[src/rtl/rsm_controller.sv]
// Moore FSM sequencing the register/ALU datapath of a small instruction set.
// Define RSM_CTRL_ILLEGAL_TRAP_EN to trap on illegal codes (otherwise they act as NOPs).
module rsm_controller #(
  parameter int unsigned NSEL_W = 3,
  parameter int unsigned RN_BIT = 0,
  parameter int unsigned RD_BIT = 1,
  parameter int unsigned RM_BIT = 2,
  parameter int unsigned CNT_W  = 16
) (
  input  logic              clk,
  input  logic              reset,
  input  logic              s,
  input  logic [2:0]        opcode,
  input  logic [1:0]        op,
  output logic              w,
  output logic [NSEL_W-1:0] nsel,
  output logic              loada,
  output logic              loadb,
  output logic              loadc,
  output logic              loads,
  output logic              write,
  output logic              asel,
  output logic              bsel,
  output logic [1:0]        vsel,
  output logic              err,
  output logic [CNT_W-1:0]  retired
);

  localparam logic [NSEL_W-1:0] SEL_RN = NSEL_W'(1) << RN_BIT;
  localparam logic [NSEL_W-1:0] SEL_RD = NSEL_W'(1) << RD_BIT;
  localparam logic [NSEL_W-1:0] SEL_RM = NSEL_W'(1) << RM_BIT;

  localparam logic [4:0] I_MOV_IMM = 5'b110_10;
  localparam logic [4:0] I_MOV_SH  = 5'b110_00;
  localparam logic [4:0] I_MVN     = 5'b101_11;
  localparam logic [4:0] I_ADD     = 5'b101_00;
  localparam logic [4:0] I_CMP     = 5'b101_01;
  localparam logic [4:0] I_AND     = 5'b101_10;

  typedef enum logic [2:0] {
    ST_WAIT,
    ST_WR_IMM,
    ST_GET_A,
    ST_GET_B,
    ST_ALU,
    ST_WR_REG
`ifdef RSM_CTRL_ILLEGAL_TRAP_EN
    , ST_TRAP
`endif
  } state_t;

  state_t     state_q, state_d;
  logic [4:0] instr_q;
  logic       is_cmp, is_mov_like, retire;

  function automatic state_t decode(input logic [4:0] code);
    case (code)
      I_MOV_IMM:         return ST_WR_IMM;
      I_MOV_SH, I_MVN:   return ST_GET_B;
      I_ADD, I_CMP, I_AND: return ST_GET_A;
`ifdef RSM_CTRL_ILLEGAL_TRAP_EN
      default:           return ST_TRAP;
`else
      default:           return ST_WAIT;
`endif
    endcase
  endfunction

  assign is_cmp      = (instr_q == I_CMP);
  assign is_mov_like = (instr_q == I_MOV_SH) || (instr_q == I_MVN);
  assign retire      = (state_q == ST_WR_IMM) || (state_q == ST_WR_REG) ||
                       ((state_q == ST_ALU) && is_cmp);

  always_ff @(posedge clk or negedge reset) begin
    if (!reset) begin
      state_q <= ST_WAIT;
      instr_q <= '0;
      retired <= '0;
    end else begin
      state_q <= state_d;
      if ((state_q == ST_WAIT) && s) instr_q <= {opcode, op};
      if (retire) retired <= retired + CNT_W'(1);
    end
  end

  always_comb begin
    state_d = state_q;
    w       = 1'b0;
    nsel    = '0;
    loada   = 1'b0;
    loadb   = 1'b0;
    loadc   = 1'b0;
    loads   = 1'b0;
    write   = 1'b0;
    asel    = 1'b0;
    bsel    = 1'b0;
    vsel    = 2'b00;
    err     = 1'b0;
    case (state_q)
      ST_WAIT: begin
        w = 1'b1;
        if (s) state_d = decode({opcode, op});
      end
      ST_WR_IMM: begin
        nsel    = SEL_RN;
        vsel    = 2'b10;
        write   = 1'b1;
        state_d = ST_WAIT;
      end
      ST_GET_A: begin
        nsel    = SEL_RN;
        loada   = 1'b1;
        state_d = ST_GET_B;
      end
      ST_GET_B: begin
        nsel    = SEL_RM;
        loadb   = 1'b1;
        state_d = ST_ALU;
      end
      ST_ALU: begin
        // CMP only updates status; everything else latches C for writeback
        asel = is_mov_like;
        if (is_cmp) begin
          loads   = 1'b1;
          state_d = ST_WAIT;
        end else begin
          loadc   = 1'b1;
          state_d = ST_WR_REG;
        end
      end
      ST_WR_REG: begin
        nsel    = SEL_RD;
        vsel    = 2'b00;
        write   = 1'b1;
        state_d = ST_WAIT;
      end
`ifdef RSM_CTRL_ILLEGAL_TRAP_EN
      ST_TRAP: begin
        err     = 1'b1;
        state_d = ST_TRAP;
      end
`endif
      default: state_d = ST_WAIT;
    endcase
  end

endmodule

[config.mk]
export PLATFORM = sky130hd
export DESIGN_NAME = rsm_controller
export DESIGN_NICKNAME = d
export VERILOG_FILES = /design/src/rtl/rsm_controller.sv
export SDC_FILE = /design/constraint.sdc
export NUM_CORES = 1
export LEC_CHECK = 0
export ABC_AREA = 1
export BUFFER_PORTS_ARGS = -buffer_cell sky130_fd_sc_hd__buf_2
export CAP_MARGIN = 20
export CORE_UTILIZATION = 52
export CTS_CLUSTER_DIAMETER = 200
export DETAILED_ROUTE_END_ITERATION = 8
export PLACE_DENSITY = 0.83
export SLEW_MARGIN = 20
export SYNTH_ARGS = -nofsm -noshare
export SYNTH_HDL_FRONTEND = slang
export SYNTH_SLANG_ARGS = --single-unit
export TNS_END_PERCENT = 5
[constraint.sdc]
create_clock -name clk -period 1.7 [get_ports clk]
set_clock_uncertainty 0.05 [all_clocks]
set_input_delay 0.17 -clock clk [delete_from_list [all_inputs] [get_ports clk]]
set_output_delay 0.17 -clock clk [all_outputs]
set_load 0.02 [all_outputs]
==> results of run 1 <==
## power breakdown
| group | internal [uW] | switching [uW] |
|---|---|---|
| combinational | 342 | 625 |
| sequential | 703 | 130 |
| clock | 131 | 172 |
| total | 1180 | 927 |
## synthesized netlist by cell type (all sizes together) (2+ instances only)
library cell / count
nand2: 64
nor2: 28
dfrtp: 24
inv: 24
o21ai: 14
nand3: 12
nand4: 7
buf: 6
xnor2: 4
xor2: 4
nand3b: 2
## per-layer routing
metal,GRT usage,up-vias
met5,0,-
met4,0.06667,0
met3,0.02459,6
met2,0.3815,39
met1,0.2659,608
li1,-,686
## area by class of cell
class | instances | area, um2
Fill cell | 230 | 860.8
Multi-Input combinational cell | 143 | 724.4
Tap cell | 30 | 37.54
Clock buffer | 4 | 36.28
Inverter | 24 | 90.09
Sequential cell | 24 | 600.6
Timing Repair Buffer | 40 | 217.7
## what timing repair did
item                       CTS  global route
resized for setup            0             3
setup endpoints to repair    0             1
hold endpoints to repair    24             0
setup buffers                0             3
hold buffers                 1             0
## registers in the layout (all words and copies together), names as in the netlist
register / flops
retired: 16
instr_q: 5
state_q: 3
## path summary, 6_finish.rpt
path / from / end / depth (start not counted)
max: instr_q[2] / asel / 4
min reg2reg: retired[15] / retired[15] / 2
max reg2reg: retired[1] / retired[10] / 8
min in group asynchronous: reset / retired[0] / 2
max in group asynchronous: reset / instr_q[3] / 2
min: opcode[2] / instr_q[4] / 3
## placed cells by master (no fill, tap or decap), types with 6 or more instances in the layout
master    n
buf_2    34
nand2_1  60
inv_1    19
o21ai_0  11
dfrtp_1  24
nand3_1  11
nand4_1   6
nor2_1   20
## logic make-up after synthesis
family	Yosys count	synth area share
AND/OR/NAND/NOR	114	0.3602
flip-flops	24	0.4117
buffers and inverters	30	0.1003
adder cells (fa/ha/maj)	1	0.008575
other	1	0.002570
AO/OA/AOI/OAI	17	0.06347
XOR/XNOR	8	0.05318
## tightest hold or removal path, stage by stage
cell and delay [ps]:
buf_2 90, nand2_1 50, nand2_1 60
## through the flow
| step | setup slack (ps) | cell area, um2 | hold WS (ps) |
|---|---|---|---|
| after floorplan | 158.6 | 1466 | -175.6 |
| after detailed placement | 274.1 | 1633 | 130.2 |
| after CTS | 35.91 | 1679 | 24.49 |
| final | 125.7 | 1707 | 32.05 |
| after global placement | 324.2 | 1633 | 126.4 |
| after global routing | 8.090 | 1707 | 49.96 |
==> results.ini, run 1 <==
[power_and_ir_drop]
p_per_area_nw_per_um2=1232
p_leak_uw=0.0008756
total_power_uw=2103
irDropWorstVdd_uv=1156

[global_routing]
overflow=0
antenna_found_initial=0
grtUsageTotal=0.2133
grt_pass1_vias=1149
grt_pass1_wl_mm=4.664
grt_max_degree=25

[detailed_routing]
dr_wl_met2_mm=1.393
dr.pass1.iters=4
dr_total_vias=1339
drt-total-wl_mm=2.878
final_antenna_net_count=0
top_layer=met4
wl_met1_mm=1.332
wl_met3_um=104
viasPerCell=5.053
wire_per_inst_um=10.86
drtIter0Drc=27
drc=0

[yosys]
synth-edff-count=0
yosysTopAreaCellShare=0.4117
synth_top_area_cell=dfrtp_1
ys_seq_elements=24
syn_avg_cell_area_um2=7.482
yosys_warnings=0
synth_ff_type=dfrtp_1
synth_area_leaders=dfrtp_1, nand2_1, nor2_1
syn_inst=195
yosysUniqueCellTypes=29
async_reset_ff_frac=1.000
syn_area_um2=1459
yosysSeqAreaShare=0.4117

[finish]
layout-drive-gt1-share=0.2723
final_util=0.6647
area_growth_pct=16.98
diodes=0
nets=245
final_cells=265

[die]
die_h_um=54.97
io_pins=38
dieArea_um2=3021
core_um2=2567
die_w_um=54.97
initial_utilization=0.5682
num_rows=18

[sta]
tightest_slew_ps=546.1
max_freq_mhz=635.2
slew_headroom=0.6359
post-route-period-util=0.9261
setup_viol=0
rsz0062_at_grt=false
period_minus_slack_ps=1574
slew_violations=0
hold_viol=0
setup_tns_ps=0

[critical_path]
worst_setup_path_end_kind=output pin
worst-path-buf-inv=2
path_cells=o31ai_1, nand4_1, inv_1, buf_2
required_ps=1480
cp_slowest_stage_delay_ps=450
arrival_ps=1350
critPathLaunchType=flop
cp_top_family=flip-flops
critPathSlowestCell=dfrtp_1
rrSetupSlack_ps=230
worstSetupPathType=reg -> out
crit_path_max_fanout=4

[placed_design]
dp_cells=257
place.gp.congestion=0.9199
io_buffers=34
dp.final_hpwl_mm=2.178

[cts]
cts_max_level=1
cts_sinks=24
cts_tree=yes
cts_buffers=3
max-clock-path-buffers=2
clkTransAtPathRegs_ps=130
clk_latency_ps=310
cts-root-buf=clkbuf_4

[status]
status=complete, no violations

[worst_hold_path]
min_path_type=in -> reg

[flow_run]
drv_cap=0

(Power assumes the default switching activity.)
==> run 2: changes to the inputs <==
--- a/config.mk
+++ b/config.mk
@@ -8,10 +8,12 @@
 export ABC_AREA = 1
 export BUFFER_PORTS_ARGS = -buffer_cell sky130_fd_sc_hd__buf_2
 export CAP_MARGIN = 20
-export CORE_UTILIZATION = 52
+export CORE_MARGIN = 2
+export CORE_UTILIZATION = 47
 export CTS_CLUSTER_DIAMETER = 200
 export DETAILED_ROUTE_END_ITERATION = 8
-export PLACE_DENSITY = 0.83
+export GPL_TIMING_DRIVEN = 0
+export PLACE_DENSITY = 0.79
 export SLEW_MARGIN = 20
 export SYNTH_ARGS = -nofsm -noshare
 export SYNTH_HDL_FRONTEND = slang
==> constraint.sdc (replaced) <==
create_clock -name clk -period 1.25 [get_ports clk]
set_clock_uncertainty 0.05 [all_clocks]
set_input_delay 0.125 -clock clk [delete_from_list [all_inputs] [get_ports clk]]
set_output_delay 0.125 -clock clk [all_outputs]
set_load 0.02 [all_outputs]
==> run 2 against run 1 <==
The run now ends with setup timing left. Sequential cell count stayed put. Total power is 44% higher. Combinational power is 48% higher. Via count is 2.5% higher. Sequential share of layout area is 2.5 points lower. Worst hold slack worse by 14 ps. Critical path type unchanged. Critical endpoint unchanged.
==> results.ini, run 2 (synthesis gave the netlist of run 1 again) <==
[die]
num_rows=20  ; +2
core_um2=3003  ; +17%
initial_utilization=0.4858  ; -0.08239
die_h_um=59.72  ; +8.6%
die_w_um=59.72  ; +8.6%
dieArea_um2=3566  ; +18%
io_pins=38  ; unchanged

[critical_path]
r2r-end=retired[12]
arrival_ps=1380  ; +30 ps
cp_slowest_stage_delay_ps=430  ; -20 ps
cp_top_family=flip-flops
crit_path_max_fanout=3  ; -1
r2r_cells=8  ; unchanged
required_ps=1080  ; -400 ps
worst_setup_path_end_kind=output pin
critPathLaunchType=flop
critPathSlowestCell=dfrtp_1
rrSetupSlack_ps=-140  ; -370 ps
worst-path-buf-inv=3  ; +1
path_cells=nor2_2, nand2_2, inv_2, nand4_1, inv_1, buf_6
worstSetupPathType=reg -> out
r2r_start=retired[0]

[sta]
setup_viol=26  ; +26
max_freq_mhz=644.0
rsz0062_at_grt=true
post-route-period-util=1.242
period_minus_slack_ps=1553
slew_violations=0  ; unchanged
slew_headroom=0.6443  ; +0.008381
tightest_slew_ps=533.5  ; -12.57 ps
layout_setup_ws_ps=-302.8  ; -428.4 ps
hold_viol=0  ; unchanged

[global_routing]
busiest_layer=met2
grt_pass1_wl_mm=5.078  ; +8.9%
grt_pass1_vias=1203  ; +4.7%
antenna_found_initial=0  ; unchanged
met1_usage=0.2380  ; -0.02790
grtUsageTotal=0.1872  ; -0.02601
grt_max_degree=25  ; unchanged
overflow=0  ; unchanged
grtUsageMet2=0.3245  ; -0.05699
grtUsageMet3=0.03030  ; +0.005713

[power_and_ir_drop]
total_power_uw=3028  ; +44%
p_leak_uw=0.0009101  ; +3.9%
p_per_area_nw_per_um2=1639  ; +33%
irDropWorstVdd_uv=1258  ; +8.9%

[finish]
nets=251  ; +2.4%
fin_area_um2=1848  ; +8.3%
area_growth_pct=26.67
layout_common_cells=nand2_1, buf_2, dfrtp_1, inv_1, nor2_1
largest_reg_flops=16  ; unchanged
multi_input_comb_area_um2=767.0  ; +5.9%
final_util=0.6154  ; -0.04930
layout-drive-gt1-share=0.3154  ; +0.04301
final_cells=274  ; +3.4%
layout_commonest_cell=nand2_1
diodes=0  ; unchanged
regArea_um2=604.3  ; +0.63%
layout_top_registers=retired (16), instr_q (5), state_q (3)
nFillCells=282  ; +23%
largest_register=retired

[placed_design]
dp_cells=264  ; +2.7%
dp.final_hpwl_mm=2.277  ; +4.5%
io_buffers=34  ; unchanged
place.gp.congestion=0.8549  ; -7.1%
placed_cell_area_um2=1698  ; +4.0%
place_ws_ps=-140.0  ; -414.1 ps

[worst_hold_path]
holdPathStages=3  ; unchanged
hold_path_end=state_q[0]
min_from=s
min_path_type=in -> reg

[cts]
clkTransAtPathRegs_ps=140  ; about the same
cts_max_level=1  ; unchanged
cts_sinks=24  ; unchanged
cts_buffers=3  ; unchanged
max-clock-path-buffers=2  ; unchanged
cts_tree=yes
clk_latency_ps=320  ; about the same
cts-root-buf=clkbuf_4

[status]
status=complete, but fails checks
failed_checks=setup timing

[flow_run]
drv_cap=0  ; unchanged

[detailed_routing]
wire_per_inst_um=11.32  ; +4.2%
drc=0  ; unchanged
viasPerCell=5.007  ; -0.90%
dr_total_vias=1372  ; +2.5%
drtIter0Drc=43  ; +59%
dr.pass1.iters=4  ; unchanged
final_antenna_net_count=0  ; unchanged
drt-total-wl_mm=3.101  ; +7.7%

run 2: per-layer routing:
metal	share of wire	routed length [um]
met5	0	0
met3	0.047	147
met1	0.45	1392
met2	0.49	1525
met4	0.011	34
run 2: what timing repair did:
item	CTS	global route
endpoints found under the hold margin	25	1
gates resized for setup	14	10
endpoints found under the setup margin	30	35
cloned	0	0
hold buffers	2	1
pin swaps	4	1
setup buffers	1	2
run 2: area by class of cell:
type,count,share of cell area
buffer,6,0.03047
inverter,24,0.05010
sequential,24,0.3270
clock buffer,4,0.01963
timing repair buffer,40,0.1354
tap,33,0.02234
multi-input combinational,143,0.4150
run 2: worst min-delay path, cell delays in order:
cell,delay [ps]
buf_2,90
nor2_1,40
a21oi_1,100
run 2: through the flow:
stage          hold slack [ps]  TNS [ps]
2_1_floorplan           -220.6    -519.0
3_3_place_gp             94.32    -406.4
3_5_place_dp             91.22    -639.5
4_1_cts                  1.104     -3628
5_1_grt                  32.64     -6620
6_report                 18.15     -3351
run 2: power by group:
group | total [uW] | switching, uW | internal (uW) | leakage [uW]
clock network | 416 | 238 | 178 | 0.0000210
registers | 1190 | 219 | 966 | 0.000316
logic | 1430 | 878 | 549 | 0.000573
total | 3030 | 1340 | 1690 | 0.000910
run 2: how the worst max path moves through the flow:
stage               slack, ps  depth (start not counted)  startpoint     endpoint
floorplan                -100                          8  retired[0]  retired[10]
global placement         -130                          8  retired[0]  retired[10]
detailed placement       -140                          8  retired[0]  retired[10]
CTS                      -300                          6  state_q[0]         asel
global route             -410                          6  state_q[0]         asel
finish                   -300                          6  state_q[0]         asel
==> run 3: changes to the inputs <==
--- a/config.mk
+++ b/config.mk
@@ -8,12 +8,16 @@
 export ABC_AREA = 1
 export BUFFER_PORTS_ARGS = -buffer_cell sky130_fd_sc_hd__buf_2
 export CAP_MARGIN = 20
+export CELL_PAD_IN_SITES_DETAIL_PLACEMENT = 0
+export CELL_PAD_IN_SITES_GLOBAL_PLACEMENT = 1
 export CORE_MARGIN = 2
-export CORE_UTILIZATION = 47
+export CORE_UTILIZATION = 33
+export CTS_BUF_LIST = sky130_fd_sc_hd__clkbuf_4 sky130_fd_sc_hd__clkbuf_8 sky130_fd_sc_hd__clkbuf_16
 export CTS_CLUSTER_DIAMETER = 200
 export DETAILED_ROUTE_END_ITERATION = 8
 export GPL_TIMING_DRIVEN = 0
-export PLACE_DENSITY = 0.79
+export PLACE_DENSITY = 0.78
+export REMOVE_ABC_BUFFERS = 1
 export SLEW_MARGIN = 20
 export SYNTH_ARGS = -nofsm -noshare
 export SYNTH_HDL_FRONTEND = slang
==> run 3 against run 2 <==
The run still ends with setup timing left. Worst setup slack improved by 65 ps. Critical path depth stayed put. Sequential share of layout area increased by 0.16 points. Clock power up 66%. Core utilization down 19 points. First-iteration DRC count rose by 42%. Register-to-register slack better by 30 ps. Die area grew 39%. Global-route usage down 5.3 points. Routed wire length fell by 1.3%. Highest routed layer unchanged.
==> results.ini, run 3 (synthesis gave the netlist of run 1 again) <==
[status]
status=complete, but fails checks
failed_checks=setup timing

[finish]
layout-drive-gt1-share=0.3162  ; +0.0008866
area_growth_pct=26.33
layout_common_cells=nand2_1, buf_2, dfrtp_1, inv_1, nor2_1
layout_top_registers=retired (16), instr_q (5), state_q (3)
largest_reg_flops=16  ; unchanged
layout_commonest_cell=nand2_1
nets=244  ; -2.8%
final_util=0.4292  ; -0.1862
diodes=0  ; unchanged
largest_register=retired

[sta]
rsz0062_at_grt=true
tightest_slew_ps=548.2  ; +14.62 ps
slew_headroom=0.6346  ; -0.009747
layout_setup_ws_ps=-238.2  ; +64.55 ps
period_minus_slack_ps=1488  ; -64.55 ps
max_freq_mhz=671.9  ; +4.3%
slew_violations=0  ; unchanged
setup_viol=28  ; +7.7%
hold_ws_ps=29.34  ; +11.19 ps
post-route-period-util=1.191  ; -0.05164
hold_viol=0  ; unchanged

[power_and_ir_drop]
p_per_area_nw_per_um2=1779  ; +8.6%
irDropWorstVdd_uv=1199  ; -4.7%
swShare=0.4121  ; -0.02879
share_clk_of_total_power=0.211  ; +0.073
intPower_uw=1928  ; +14%
p_seq_frac=0.351  ; -0.040
p_sw_uw=1351  ; +1.2%
p_comb_frac=0.438  ; -0.033
p_leak_uw=0.0008832  ; -3.0%

[flow_run]
drv_cap=0  ; unchanged

[detailed_routing]
final_antenna_net_count=0  ; unchanged
viasPerCell=4.566  ; -8.8%
dr.pass1.iters=4  ; unchanged
drt-total-wl_mm=3.060  ; -1.3%
dr_total_vias=1306  ; -4.8%
drc=0  ; unchanged
drtIter0Drc=61  ; +42%
wire_per_inst_um=10.70  ; -5.5%

[placed_design]
io_buffers=34  ; unchanged
dp.final_hpwl_mm=2.245  ; -1.4%
place.gp.congestion=0.7637  ; -11%

[critical_path]
worstSetupPathType=reg -> out
crit_path_max_fanout=3  ; unchanged
worst_setup_path_end_kind=output pin
r2r-end=retired[5]
r2r_cells=8  ; unchanged
crit_end=asel
rrSetupSlack_ps=-110  ; +30 ps
required_ps=1080  ; about the same
cp_slowest_stage_delay_ps=420  ; about the same
crit_start=state_q[0]
r2r_start=state_q[0]
critPathLaunchType=flop
path_cells=nor2_2, nand2_2, inv_2, nand4_1, inv_1, buf_6
critPathSlowestCell=dfrtp_1
arrival_ps=1310  ; -70 ps

[cts]
cts_max_level=1  ; unchanged
max-clock-path-buffers=2  ; unchanged
cts_buffers=3  ; unchanged
clkTransAtPathRegs_ps=90  ; -50 ps
cts_tree=yes
cts_sinks=24  ; unchanged
cts-root-buf=clkbuf_8
clk_latency_ps=270  ; -50 ps

[global_routing]
overflow=0  ; unchanged
grt_pass1_vias=1252  ; +4.1%
antenna_found_initial=0  ; unchanged
grtUsageTotal=0.1343  ; -0.05294
grt_pass1_wl_mm=5.457  ; +7.5%
grt_max_degree=25  ; unchanged

[die]
io_pins=38  ; unchanged
dieArea_um2=4969  ; +39%
initial_utilization=0.3397  ; -0.1461
num_rows=24  ; +20%
core_um2=4294  ; +43%
die_w_um=70.49  ; +18%
die_h_um=70.49  ; +18%

[worst_hold_path]
min_path_type=in -> reg

## run 3: layout make-up
type | instances | area, um2
fill | 455 | 2451
clock buffer | 3 | 41.29
timing repair buffer | 39 | 242.7
sequential | 24 | 605.6
clock inverter | 1 | 30.03
tap | 52 | 65.06
inverter | 24 | 95.09
multi-input combinational | 143 | 763.2
## run 3: stage by stage
step	power [uW]	worst slack (ps)	TNS, ps	instance area, um2	instances
finish	3279	-238.2	-2555	1843	286
floorplan	2004	-299.0	-1975	1410	191
CTS	3254	-222.2	-2582	1812	286
global placement	2345	-368.9	-2666	1645	277
detailed placement	2345	-371.1	-2711	1645	277
global route	3516	-332.2	-5693	1843	286
## run 3: metal layers
metal | global-route usage | part of all wire | up-vias
met2 | 0.2338 | 0.49 | 27
met1 | 0.1689 | 0.46 | 592
met3 | 0.04185 | 0.049 | 2
met5 | 0 | 0 | -
met4 | 0.01282 | 0.0049 | 0
li1 | - | - | 685
## run 3: worst min-delay path by stage
stage,to,slack [ps],start,cells after the start
5_1_grt,instr_q[4],60,opcode[2],3
6_report,instr_q[4],30,opcode[2],3
4_1_cts,instr_q[4],20,opcode[2],3
2_1_floorplan,instr_q[0],-220,reset,0
3_3_place_gp,retired[3],100,reset,1
3_5_place_dp,retired[3],100,reset,1
## run 3: what timing repair did
action | CTS | global route
endpoints found under the hold margin | 24 | 0
buffers inserted | 4 | 0
hold buffers | 1 | 0
pin swaps | 3 | 0
cloned | 0 | 0
setup endpoints to repair | 28 | 33
resized for setup | 22 | 11
## run 3: worst max-delay path, delay by kind of cell (launching register included)
kind                   cells  cell delay [ps]
AND/OR/NAND/NOR            3              350
buffers and inverters      3              270
flip-flops                 1              420
## run 3: power by group through the flow
stage                     combinational, uW  sequential [uW]  clock [uW]
after global placement                 1170             1170           0
after CTS                              1410             1130         717
after detailed placement               1170             1170           0
after global routing                   1610             1180         733
final                                  1440             1150         692
after floorplan                         789             1210           0
